[src/rtl/panda_writeback_if.sv]
// Bundle for the panda_writeback producer channels (ALU, LSU load) and the register-file rd write port.
// The slave modport is the writeback stage; the master modport is the producer/register-file side.
interface panda_writeback_if;
  logic        alu_valid_i;
  logic        alu_ready_o;
  logic [4:0]  alu_rd_addr_i;
  logic [31:0] alu_rd_data_i;

  logic        lsu_valid_i;
  logic        lsu_ready_o;
  logic [4:0]  lsu_rd_addr_i;
  logic [31:0] lsu_rdata_i;
  logic [2:0]  lsu_funct3_i;
  logic [1:0]  lsu_byte_off_i;

  logic [4:0]  rd_addr_o;
  logic [31:0] rd_data_o;
  logic        rd_we_o;

  modport slave (
    input  alu_valid_i, alu_rd_addr_i, alu_rd_data_i,
    input  lsu_valid_i, lsu_rd_addr_i, lsu_rdata_i, lsu_funct3_i, lsu_byte_off_i,
    output alu_ready_o, lsu_ready_o,
    output rd_addr_o, rd_data_o, rd_we_o
  );

  modport master (
    output alu_valid_i, alu_rd_addr_i, alu_rd_data_i,
    output lsu_valid_i, lsu_rd_addr_i, lsu_rdata_i, lsu_funct3_i, lsu_byte_off_i,
    input  alu_ready_o, lsu_ready_o,
    input  rd_addr_o, rd_data_o, rd_we_o
  );
endinterface

[src/rtl/panda_writeback.sv]
// Panda writeback stage: arbitrates ALU and load results onto the register-file rd port with one cycle latency.
// Optional retired-transfer counter instret_o is enabled with `define PANDA_WB_INSTRET_EN.
module panda_writeback #(
  parameter int LOAD_STARVE_MAX = 4
) (
  input  logic              clk_i,
  input  logic              rst_i,
  panda_writeback_if.slave  wb
`ifdef PANDA_WB_INSTRET_EN
  ,
  output logic [63:0]       instret_o
`endif
);

  localparam int DATA_W = 32;

  // Load data formatting by funct3 and byte offset; unknown funct3 yields zero.
  function automatic logic signed [DATA_W-1:0] load_format(
    input logic [DATA_W-1:0] word,
    input logic [2:0]        funct3,
    input logic [1:0]        off
  );
    logic [DATA_W-1:0]       shifted;
    logic signed [7:0]       b;
    logic signed [15:0]      h;
    logic signed [DATA_W-1:0] r;
    shifted = word >> {off, 3'b000};
    b       = shifted[7:0];
    h       = off[1] ? word[31:16] : word[15:0];
    case (funct3)
      3'b000:  r = DATA_W'(b);
      3'b100:  r = {24'h0, b};
      3'b001:  r = DATA_W'(h);
      3'b101:  r = {16'h0, h};
      3'b010:  r = word;
      default: r = '0;
    endcase
    return r;
  endfunction

  logic [3:0]               starve_cnt;
  logic                     force_lsu;
  logic                     alu_xfer;
  logic                     lsu_xfer;
  logic                     any_xfer;
  logic [4:0]               sel_addr_p0;
  logic signed [DATA_W-1:0] sel_data_p0;
  logic signed [DATA_W-1:0] load_data_p0;

  logic                     vld_p1;
  logic [4:0]               rd_addr_p1;
  logic signed [DATA_W-1:0] rd_data_p1;

  assign force_lsu      = wb.lsu_valid_i && (starve_cnt == 4'(LOAD_STARVE_MAX));
  assign wb.alu_ready_o = !rst_i && !force_lsu;
  assign wb.lsu_ready_o = !rst_i && (!wb.alu_valid_i || force_lsu);

  // The two ready terms are mutually exclusive whenever the ALU is valid, so at most one transfer fires.
  assign alu_xfer = wb.alu_valid_i && wb.alu_ready_o;
  assign lsu_xfer = wb.lsu_valid_i && wb.lsu_ready_o && !alu_xfer;
  assign any_xfer = alu_xfer || lsu_xfer;

  assign load_data_p0 = load_format(wb.lsu_rdata_i, wb.lsu_funct3_i, wb.lsu_byte_off_i);

  always_comb begin
    sel_addr_p0 = wb.alu_rd_addr_i;
    sel_data_p0 = wb.alu_rd_data_i;
    if (lsu_xfer) begin
      sel_addr_p0 = wb.lsu_rd_addr_i;
      sel_data_p0 = load_data_p0;
    end
  end

  always_ff @(posedge clk_i) begin
    if (rst_i) begin
      starve_cnt <= '0;
    end else if (alu_xfer && wb.lsu_valid_i) begin
      starve_cnt <= starve_cnt + 4'd1;
    end else if (lsu_xfer || !wb.lsu_valid_i) begin
      starve_cnt <= '0;
    end
  end

  // ---- p0 -> p1 : output register feeding the register file ----
  always_ff @(posedge clk_i) begin
    if (rst_i) begin
      vld_p1     <= 1'b0;
      rd_addr_p1 <= '0;
      rd_data_p1 <= '0;
    end else begin
      vld_p1 <= any_xfer && (sel_addr_p0 != 5'd0);
      if (any_xfer) begin
        rd_addr_p1 <= sel_addr_p0;
        rd_data_p1 <= sel_data_p0;
      end
    end
  end

  assign wb.rd_we_o   = vld_p1;
  assign wb.rd_addr_o = rd_addr_p1;
  assign wb.rd_data_o = rd_data_p1;

`ifdef PANDA_WB_INSTRET_EN
  logic [63:0] instret_p1;

  always_ff @(posedge clk_i) begin
    if (rst_i) begin
      instret_p1 <= '0;
    end else if (any_xfer) begin
      instret_p1 <= instret_p1 + 64'd1;
    end
  end

  assign instret_o = instret_p1;
`endif

  starve_cnt_bounded: assert property (@(posedge clk_i) disable iff (rst_i)
    starve_cnt <= 4'(LOAD_STARVE_MAX));

endmodule
[src/flat_wrapper.sv]
// flat-port wrapper written by rule: the top's interface ports become plain ports
module panda_writeback_flat 
#(
  parameter int LOAD_STARVE_MAX = 4
)
  (clk_i, rst_i, wb_alu_valid_i, wb_alu_rd_addr_i, wb_alu_rd_data_i, wb_lsu_valid_i, wb_lsu_rd_addr_i, wb_lsu_rdata_i, wb_lsu_funct3_i, wb_lsu_byte_off_i, wb_alu_ready_o, wb_lsu_ready_o, wb_rd_addr_o, wb_rd_data_o, wb_rd_we_o);
  panda_writeback_if wb_i ();
  input  logic clk_i;
  input  logic rst_i;
  input wire logic [$bits(wb_i.alu_valid_i)-1:0] wb_alu_valid_i;
  input wire logic [$bits(wb_i.alu_rd_addr_i)-1:0] wb_alu_rd_addr_i;
  input wire logic [$bits(wb_i.alu_rd_data_i)-1:0] wb_alu_rd_data_i;
  input wire logic [$bits(wb_i.lsu_valid_i)-1:0] wb_lsu_valid_i;
  input wire logic [$bits(wb_i.lsu_rd_addr_i)-1:0] wb_lsu_rd_addr_i;
  input wire logic [$bits(wb_i.lsu_rdata_i)-1:0] wb_lsu_rdata_i;
  input wire logic [$bits(wb_i.lsu_funct3_i)-1:0] wb_lsu_funct3_i;
  input wire logic [$bits(wb_i.lsu_byte_off_i)-1:0] wb_lsu_byte_off_i;
  output wire logic [$bits(wb_i.alu_ready_o)-1:0] wb_alu_ready_o;
  output wire logic [$bits(wb_i.lsu_ready_o)-1:0] wb_lsu_ready_o;
  output wire logic [$bits(wb_i.rd_addr_o)-1:0] wb_rd_addr_o;
  output wire logic [$bits(wb_i.rd_data_o)-1:0] wb_rd_data_o;
  output wire logic [$bits(wb_i.rd_we_o)-1:0] wb_rd_we_o;
  assign wb_i.alu_valid_i = wb_alu_valid_i;
  assign wb_i.alu_rd_addr_i = wb_alu_rd_addr_i;
  assign wb_i.alu_rd_data_i = wb_alu_rd_data_i;
  assign wb_i.lsu_valid_i = wb_lsu_valid_i;
  assign wb_i.lsu_rd_addr_i = wb_lsu_rd_addr_i;
  assign wb_i.lsu_rdata_i = wb_lsu_rdata_i;
  assign wb_i.lsu_funct3_i = wb_lsu_funct3_i;
  assign wb_i.lsu_byte_off_i = wb_lsu_byte_off_i;
  assign wb_alu_ready_o = wb_i.alu_ready_o;
  assign wb_lsu_ready_o = wb_i.lsu_ready_o;
  assign wb_rd_addr_o = wb_i.rd_addr_o;
  assign wb_rd_data_o = wb_i.rd_data_o;
  assign wb_rd_we_o = wb_i.rd_we_o;
  panda_writeback #(.LOAD_STARVE_MAX(LOAD_STARVE_MAX)) u_core (.clk_i(clk_i), .rst_i(rst_i), .wb(wb_i));
endmodule
[config.mk]
export PLATFORM = sky130hd
export DESIGN_NAME = panda_writeback_flat
export DESIGN_NICKNAME = d
export VERILOG_FILES = /design/src/rtl/panda_writeback_if.sv /design/src/rtl/panda_writeback.sv /design/src/flat_wrapper.sv
export SDC_FILE = /design/constraint.sdc
export NUM_CORES = 1
export LEC_CHECK = 0
export ABC_CLOCK_PERIOD_IN_PS = 3200
export CAP_MARGIN = 20
export CELL_PAD_IN_SITES_DETAIL_PLACEMENT = 1
export CELL_PAD_IN_SITES_GLOBAL_PLACEMENT = 1
export CORE_UTILIZATION = 30
export DETAILED_ROUTE_END_ITERATION = 10
export PLACE_DENSITY = 0.84
export SYNTH_ARGS = -nofsm -noshare
export SYNTH_HDL_FRONTEND = slang
export SYNTH_SLANG_ARGS = --single-unit
[constraint.sdc]
create_clock -name clk_i -period 3.2 [get_ports clk_i]
set_input_delay 0.64 -clock clk_i [delete_from_list [all_inputs] [get_ports clk_i]]
set_output_delay 0.64 -clock clk_i [all_outputs]
set_load 0.02 [all_outputs]
Yosys cells after proc, flatten, opt, wreduce, memory -nomap -nowiden:

Cells that the tools add are included.

* flip-flop bits (word level): 42
* bits of input ports: 83
* output and inout bits: 40

* add/subtract/negate cells: 1
* equal/unequal tests: 5
* shift operators: 1
* muxes and demuxes: 6
* reductions and logical operators: 19

Operator list (count)
* $pmux W32 S5: 1
* $mux W32: 1
* $shr A32 B5 Y8: 1
* $mux W16: 1
* $logic_and A1 B1 Y1: 8
* $mux W4: 2
* $eq A3 B3 Y1 const B: 2
* $logic_not A1 Y1: 5
* $mux W5: 1
* $reduce_bool A5 Y1: 1
* $add A4 B1 Y4 const B: 1
* $eq A4 B3 Y1 const B: 1
* $eq A3 B1 Y1 const B: 1
* $eq A3 B2 Y1 const B: 1
* $logic_not A3 Y1: 1
* $logic_or A1 B1 Y1: 3
* $reduce_bool A2 Y1: 1

Depth between registers and ports, before layout:

Gate-level depths: netlist (run 1).

* word-level depth: 10
* mapped depth: 7
* gate-level depth less buffers: 6

Worst setup path before layout (run 1):

OpenSTA, ideal clock, no wires.

* path kind: input to output
* start point: input port rst_i
* end point: output port wb_alu_ready_o
* arrival: 1.497 ns
* required time: 2.560 ns
* setup slack: 1.063 ns
* cell stages on the path: 4
* buffers on the path: 3
* cells stage by stage: buf_2 -> clkbuf_1 -> clkbuf_1 -> a21oi_1

* longest elaborated chain between the ends: 2

RTL lines
* start, declared: line flat_wrapper.sv:9 `input logic rst_i;`
* $logic_not A1 Y1: line panda_writeback.sv:55 `assign wb.alu_ready_o = !rst_i && !force_lsu;`
* $logic_and A1 B1 Y1: line panda_writeback.sv:55
* end, declared: line flat_wrapper.sv:18 `output wire logic [$bits(wb_i.alu_ready_o)-1:0] wb_alu_ready_o;`

Every way passes these cells.

Final worst setup path (run 1):

* start point: register u_core.starve_cnt[0]
* end point: output port wb_lsu_ready_o

* longest elaborated chain between the ends: 4

RTL lines
* start, declared: line panda_writeback.sv:41 `logic [3:0] starve_cnt;`
* start signal, assigned: line panda_writeback.sv:78 `starve_cnt <= starve_cnt + 4'd1;`
* $eq A4 B3 Y1: line panda_writeback.sv:54 `assign force_lsu = wb.lsu_valid_i && (starve_cnt == 4'(LOAD_STARVE_MAX));`
* $logic_and A1 B1 Y1: line panda_writeback.sv:54
* $logic_or A1 B1 Y1: line panda_writeback.sv:56 `assign wb.lsu_ready_o = !rst_i && (!wb.alu_valid_i || force_lsu);`
* $logic_and A1 B1 Y1: line panda_writeback.sv:56
* end, declared: line flat_wrapper.sv:19 `output wire logic [$bits(wb_i.lsu_ready_o)-1:0] wb_lsu_ready_o;`

Every way passes these cells.

==> summary.txt, run 1 <==
Synth
  – Top post-synthesis cells by area: dfxtp_1, a22oi_1, o211ai_1
  – Seq/Total Area, Yosys: roughly 33%
  – FFs w/ async S/R, synth: 0%
  – Yosys top cell area share: 32.5%
  – Dominant synthesized flop cell: dfxtp_1
  – Warnings, synthesis: 0
  – Synth Register Bits: 42
  – Number of synthesized flops with an enable pin: 0
  – Library cells used by synthesis: 52
  – Synthesized Nets: approximately 380
  – Syn Std Cell Area: around 0.0026 mm^2
  – Mean Syn Cell Area: 8.82 um^2
  – Synth Instances: ~290
  – Leading area contributor after synthesis: dfxtp_1

Worst setup path
  – Critical path class: flip-flop to output pin
  – CP Capture Type: output pin
  – Crit path DAT: slightly above 2 ns
  – Critical Path RT: about 2.6 ns
  – Crit path max fanout: 4
  – R2r startpoint: u_core.starve_cnt[0]
  – Startpoint Class: flip-flop
  – Crit path from: u_core.starve_cnt[0]

Timing
  – Post-Route Skew: approximately 0.019 ns
  – Final Critical Period: 2.70 ns
  – Slew @ Worst Pin: about 0.86 ns
  – Final hold vios: 0
  – RSZ-0062 raised after global routing: false
  – Slew margin rel.: 42.7%
  – Final Max Slew Viols: 0
  – Final Setup Violations: 0
  – F_max: roughly 370 MHz
  – Setup TNS: 0 ns
  – Final worst-path cycle share: 84.5%

Job
  – Max_cap viols: 0

Floorplanning
  – I/O pin cnt: roughly 120
  – Die height: 94.8 um
  – Starting Density: 31.3%
  – Total core area: just over 0.008 mm^2
  – Die width: between 90 and 100 um
  – Row count: 33
  – Die outline area: around 0.009 mm^2

Global route
  – Vias in the first global route: around 3000
  – Total global routing overflow: 0
  – Pin count of the biggest net entering global routing: 38
  – All-Layer GR Usage: around 23%
  – Initial antenna violation count: 0
  – First-pass GRT wire length: approximately 15 mm

Clocking
  – CTS Hold Bufs: 0
  – Clk_lat worst skew: 0.31 ns
  – Clock sink count: 42
  – Reg clk slew, reported paths: ~0.1 ns
  – TritonCTS Buffers: 5
  – Root buffer cell: clkbuf_8
  – Setup Fix Bufs, Post-CTS: 0
  – CTS H-tree lvls: 2
  – Clk buf depth: 2
  – Resize count post-CTS: 0
  – CTS tree: yes

Power
  – Combinational power share: a little under a third
  – Clock share of power: between 20% and 30%
  – Sw Ratio: around 30%
  – Reg power frac: between 30 and 40%
  – PD cells: 367 mW/mm^2
  – Pwr Total: approximately 0.0015 W
  – P_sw: 0.000438 W
  – Peak supply drop: 0.185 mV
  – Leak pwr: ~1.4 nW
  – Internal power: approximately 0.0010 W

Final layout
  – NumNets Final: just under 500
  – Ant diodes: 0
  – Fraction of layout cells with a size suffix above 1: 10.6%
  – Area grow syn2layout: 54.1%
  – Fin util: between 40% and 50%
  – # fillers: between 900 and 1000

Outcome
  – Status: completed

Placement
  – Port bufs: 122
  – HPWL Detailed: 7.60 mm
  – GPL Wtd Cong: around 0.8

Route
  – DRT iter0 DRCs: between 200 and 250
  – Detailed Route WL: 10.1 mm
  – DRT Pass-1 Iters: 8
  – Drt drc: 0
  – DR vias/cell: roughly 5.8
  – WL/cell: between 15 and 20 um
  – Post-DRT Antenna Nets: 0
  – Vias: 2965

Min path
  – Hold/Removal Path Class: flip-flop to flip-flop
  – Hold path startpoint: u_core.starve_cnt[0]
-- stage by stage --
step	cells	hold slack (ns)	cell area, um^2	worst slack, ns
3_5_place_dp	501	0.456	3870	0.451
6_report	509	0.471	3980	0.497
4_1_cts	509	0.480	3980	0.493
2_1_floorplan	293	0.430	2580	1.06
3_3_place_gp	501	0.440	3870	0.530
5_1_grt	509	0.506	3980	0.388
-- cell usage after synthesis (4+ instances only) --
cell       n
buf_4      7
a221oi_2   5
a311oi_1   5
nand2_1   30
a221oi_1  11
a211oi_1   8
dfxtp_1   42
mux2_2     8
o21ai_1    4
a21oi_1   16
inv_1      4
o22ai_1    7
nand3_1    4
clkbuf_1  12
o21ai_0    5
o211ai_1  16
buf_2      8
o21bai_1   7
a22o_1     7
a22oi_1   16
nor2_1    21
a222oi_1   7
-- routing by layer --
layer | share of wire, % | global-route usage (%) | vias to the layer above
met5 | 0 | 0 | -
met3 | 7.3 | 3.38 | 19
met2 | 47 | 37.7 | 142
li1 | - | - | 1359
met1 | 42 | 28.8 | 1445
met4 | 2.9 | 10.7 | 0
-- registers in the layout, summed over array words and instances, names as in the netlist --
register and cells:
u_core.wb.rd_data_o 32, u_core.wb.rd_addr_o 5, u_core.wb.rd_we_o 1, u_core.starve_cnt 4
-- layout make-up --
class                      count  area (um^2)  share of cell area [%]
clock inverter                 1         30.0                   0.754
tap                          105          131                    3.30
timing repair buffer         133         1330                    33.4
multi-input combinational    217         1560                    39.2
inverter                       4         15.0                   0.377
clock buffer                   7         76.3                    1.92
sequential                    42          841                    21.1
-- worst max-delay path, cell delays in order (launching register included) --
cell and delay, ns:
dfxtp_1 0.35, inv_1 0.06, ha_1 0.16, and3b_1 0.33, nand2_1 0.09, a21oi_1 0.14
clkdlybuf4s50_1 0.62
-- power by group through the flow --
stage | combinational [W] | clock (W) | sequential (W)
floorplan | 0.000174 | 0 | 0.000629
global route | 0.000481 | 0.000459 | 0.000583
detailed placement | 0.000450 | 0 | 0.000590
global placement | 0.000442 | 0 | 0.000589
finish | 0.000453 | 0.000431 | 0.000578
CTS | 0.000452 | 0.000437 | 0.000578
-- cell usage in the layout (no fill, tap or decap), types with 2 or more instances in the layout --
| master | synthesis | final |
|---|---|---|
| clkdlybuf4s50_1 | 0 | 122 |
| dfxtp_1 | 42 | 42 |
| nand2_1 | 30 | 30 |
| nor2_1 | 21 | 20 |
| a21oi_1 | 16 | 16 |
| a22oi_1 | 16 | 16 |
| o211ai_1 | 16 | 16 |
| a221oi_1 | 11 | 11 |
| buf_4 | 7 | 9 |
| mux2_2 | 8 | 8 |
| a211oi_1 | 8 | 8 |
| a22o_1 | 7 | 7 |
| a222oi_1 | 7 | 7 |
| o21bai_1 | 7 | 7 |
| o22ai_1 | 7 | 7 |
| a221oi_2 | 5 | 5 |
| a311oi_1 | 5 | 5 |
| o21ai_0 | 5 | 5 |
| clkbuf_8 | 0 | 5 |
| inv_1 | 4 | 4 |
| nand3_1 | 4 | 4 |
| o21ai_1 | 4 | 4 |
| nand2b_1 | 3 | 3 |
| nor3_1 | 3 | 3 |
| nor2b_1 | 3 | 3 |
| and3b_1 | 2 | 2 |
| nor4_2 | 2 | 2 |
| or4_1 | 2 | 2 |
| nor3b_1 | 2 | 2 |
| ha_1 | 2 | 2 |
| clkbuf_1 | 12 | 2 |
| buf_12 | 0 | 2 |
-- cells by family after synthesis --
| family | share of synthesized area [%] |
|---|---|
| AOI/OAI and AO/OA | 38.5 |
| and+or+nand+nor | 15.4 |
| DFF | 32.5 |
| buffers and inverters | 7.22 |
| muxes | 4.75 |
| xor gates and xnor gates | 0.678 |
| adders and majority gates | 0.968 |
-- final timing paths --
kind	to	slack, ns	depth (start not counted)
max	wb_lsu_ready_o	0.50	6
min	u_core.starve_cnt[0]	0.47	1
max reg2reg	u_core.wb.rd_data_o[22]	1.12	7
min reg2reg	u_core.starve_cnt[0]	0.47	1
No activity file was read; power rests on OpenSTA's default activity.
==> inputs of run 2 (changes only) <==
- ABC_CLOCK_PERIOD_IN_PS: 3200 -> 2750
- CORE_UTILIZATION: 30 -> 29
- PLACE_DENSITY: 0.84 -> 0.82
- clock period: 3.2 -> 2.75 ns (I/O delays scaled with it)
==> run 2 against run 1 <==
Sequential share of layout area fell by 0.12 points. Routed wire length increased by 4.3%. Clock power rose by 16%.
==> summary.txt, run 2 (same netlist as run 1, synthesis figures left out) <==
Final layout
  – Area grow syn2layout: 55.0%
  – Ant diodes: 0 (unchanged)
  – NumNets Final: 490 (+0.41%)
  – Fin util: 46.1% (-2.1 points)
  – Most common cell after layout, fill and taps aside: clkdlybuf4s50_1
  – Highest-count cells in the layout ignoring fill and taps: clkdlybuf4s50_1, dfxtp_1, nand2_1
  – Number of flip-flops in the largest register: 32 (unchanged)
  – Fraction of layout cells with a size suffix above 1: 11.8% (+1.2 points)
  – Cell Count, Final, Fillers Out: 514 (+0.98%)

Floorplanning
  – Row count: 34 (+3.0%)
  – Die height: 96.4 um (+1.7%)
  – Starting Density: 29.8% (-1.5 points)
  – Die outline area: 0.00929 mm^2 (+3.4%)
  – Total core area: 0.00868 mm^2 (+5.1%)
  – Die width: 96.4 um (+1.7%)
  – I/O pin cnt: 123 (unchanged)

Worst setup path
  – Worst path top cell family by delay: buffers and inverters
  – Crit path max fanout: 4 (unchanged)
  – Critical path class: flip-flop to output pin
  – Crit path DAT: 1.98 ns (-0.08 ns)
  – CP max stage delay: 0.62 ns (about the same)
  – Critical Path RT: 2.20 ns (-0.36 ns)
  – Crit path cell chain: inv_1 -> ha_1 -> and3b_2 -> nand2_1 -> a21oi_1 -> clkdlybuf4s50_1
  – CP Buf/Inv Count: 2 (unchanged)
  – Startpoint Class: flip-flop
  – CP max-delay cell: clkdlybuf4s50_1
  – CP Capture Type: output pin

Power
  – Leak pwr: 1.39 nW (+0.88%)
  – Pwr Total: 0.00171 W (+17%)
  – PD cells: 427 mW/mm^2 (+16%)
  – Peak supply drop: 0.198 mV (+6.8%)

Route
  – Post-DRT Antenna Nets: 0 (unchanged)
  – Vias: 3020 (+1.9%)
  – WL/cell: 20.4 um (+3.3%)
  – DR vias/cell: 5.88 (+0.86%)
  – Drt drc: 0 (unchanged)
  – Detailed Route WL: 10.5 mm (+4.3%)
  – DRT iter0 DRCs: 149 (-40%)
  – DRT Pass-1 Iters: 6 (-2)

Global route
  – Pin count of the biggest net entering global routing: 42 (+11%)
  – Total global routing overflow: 0 (unchanged)
  – Vias in the first global route: 2996 (-0.27%)
  – First-pass GRT wire length: 15.5 mm (unchanged)
  – All-Layer GR Usage: 22.4% (-0.35 points)
  – Initial antenna violation count: 0 (unchanged)

Timing
  – Final worst-path cycle share: approximately 90%
  – Final Critical Period: about 2.5 ns
  – F_max: 395 MHz
  – Hold WS: 0.475 ns (+0.00367 ns)
  – Slew @ Worst Pin: 0.969 ns (+0.110 ns)
  – Final hold vios: 0 (unchanged)
  – Final Max Slew Viols: 0 (unchanged)
  – Post-Route Skew: 0.00661 ns (-0.0127 ns)
  – RSZ-0062 raised after global routing: false
  – Setup TNS: 0 ns (unchanged)
  – Final Setup Violations: 0 (unchanged)
  – Slew margin rel.: 35.3% (-7.4 points)

Clocking
  – CTS tree: yes
  – TritonCTS Buffers: 5 (unchanged)
  – Clock sink count: 42 (unchanged)
  – Root buffer cell: clkbuf_8
  – Clk_lat worst skew: 0.30 ns (about the same)
  – Clk buf depth: 2 (unchanged)
  – Reg clk slew, reported paths: 0.09 ns (about the same)
  – CTS H-tree lvls: 2 (unchanged)

Outcome
  – Status: completed

Placement
  – HPWL Detailed: 7.81 mm (+2.7%)
  – DP Cell Count: 506 (+1.0%)
  – Port bufs: 122 (unchanged)
  – GPL Wtd Cong: 0.822 (-0.33%)

Job
  – Max_cap viols: 0 (unchanged)

Min path
  – Hold/Removal Path Class: flip-flop to flip-flop
run 2: cell count changes in the layout (fill, tap and decap cells not counted), sizes merged:
cell / before / now
clkinv: 0 / 2
clkbuf: 7 / 5
buf: 11 / 13
run 2: path summary, 6_finish.rpt:
path,start,endpoint,slack [ns],depth (start not counted)
worst max-delay path,u_core.starve_cnt[0],wb_lsu_ready_o,0.22,6
worst max register to register,u_core.starve_cnt[0],u_core.wb.rd_data_o[26],0.72,6
worst min register to register,u_core.wb.rd_data_o[23],u_core.wb.rd_data_o[23],0.47,2
worst min-delay path,u_core.wb.rd_data_o[23],u_core.wb.rd_data_o[23],0.47,2
run 2: where the power goes:
group / switching, W / total [W] / internal [W]
sequential: 0.0000245 / 0.000674 / 0.000649
combinational: 0.000261 / 0.000536 / 0.000274
clock: 0.000233 / 0.000501 / 0.000268
total: 0.000519 / 0.00171 / 0.00119
run 2: final cells by class:
cell class | instances | area [um^2]
Clock buffer | 5 | 68.8
Inverter | 4 | 15.0
Timing Repair Buffer | 135 | 1340
Clock inverter | 3 | 40.0
Multi-Input combinational cell | 217 | 1560
Fill cell | 1012 | 4670
Sequential cell | 42 | 841
Tap cell | 108 | 135
run 2: worst min-delay path, cell delays in order (launching register included):
cell	delay (ns)
dfxtp_1	0.32
nand2_1	0.05
a221oi_1	0.06
run 2: timing repair:
item | 4_1_cts | 5_1_grt
setup buffers | 0 | 0
endpoints found under the setup margin | 0 | 1
hold buffers | 0 | 0
gates resized for setup | 0 | 1
run 2: routing by layer:
metal	global-route usage, %	vias to the layer above	routed length (um)
met5	0	-	0
met4	9.44	0	354
met3	3.36	30	771
met2	39.0	152	5030
met1	27.4	1480	4350
li1	-	1358	-
run 2: stage by stage:
step                      setup slack (ns)  instance area, um^2
after floorplan                      0.793                 2580
after global placement               0.243                 3890
after detailed placement            0.0760                 3890
after CTS                            0.132                 4000
after global routing                0.0694                 4000
final                                0.219                 4000
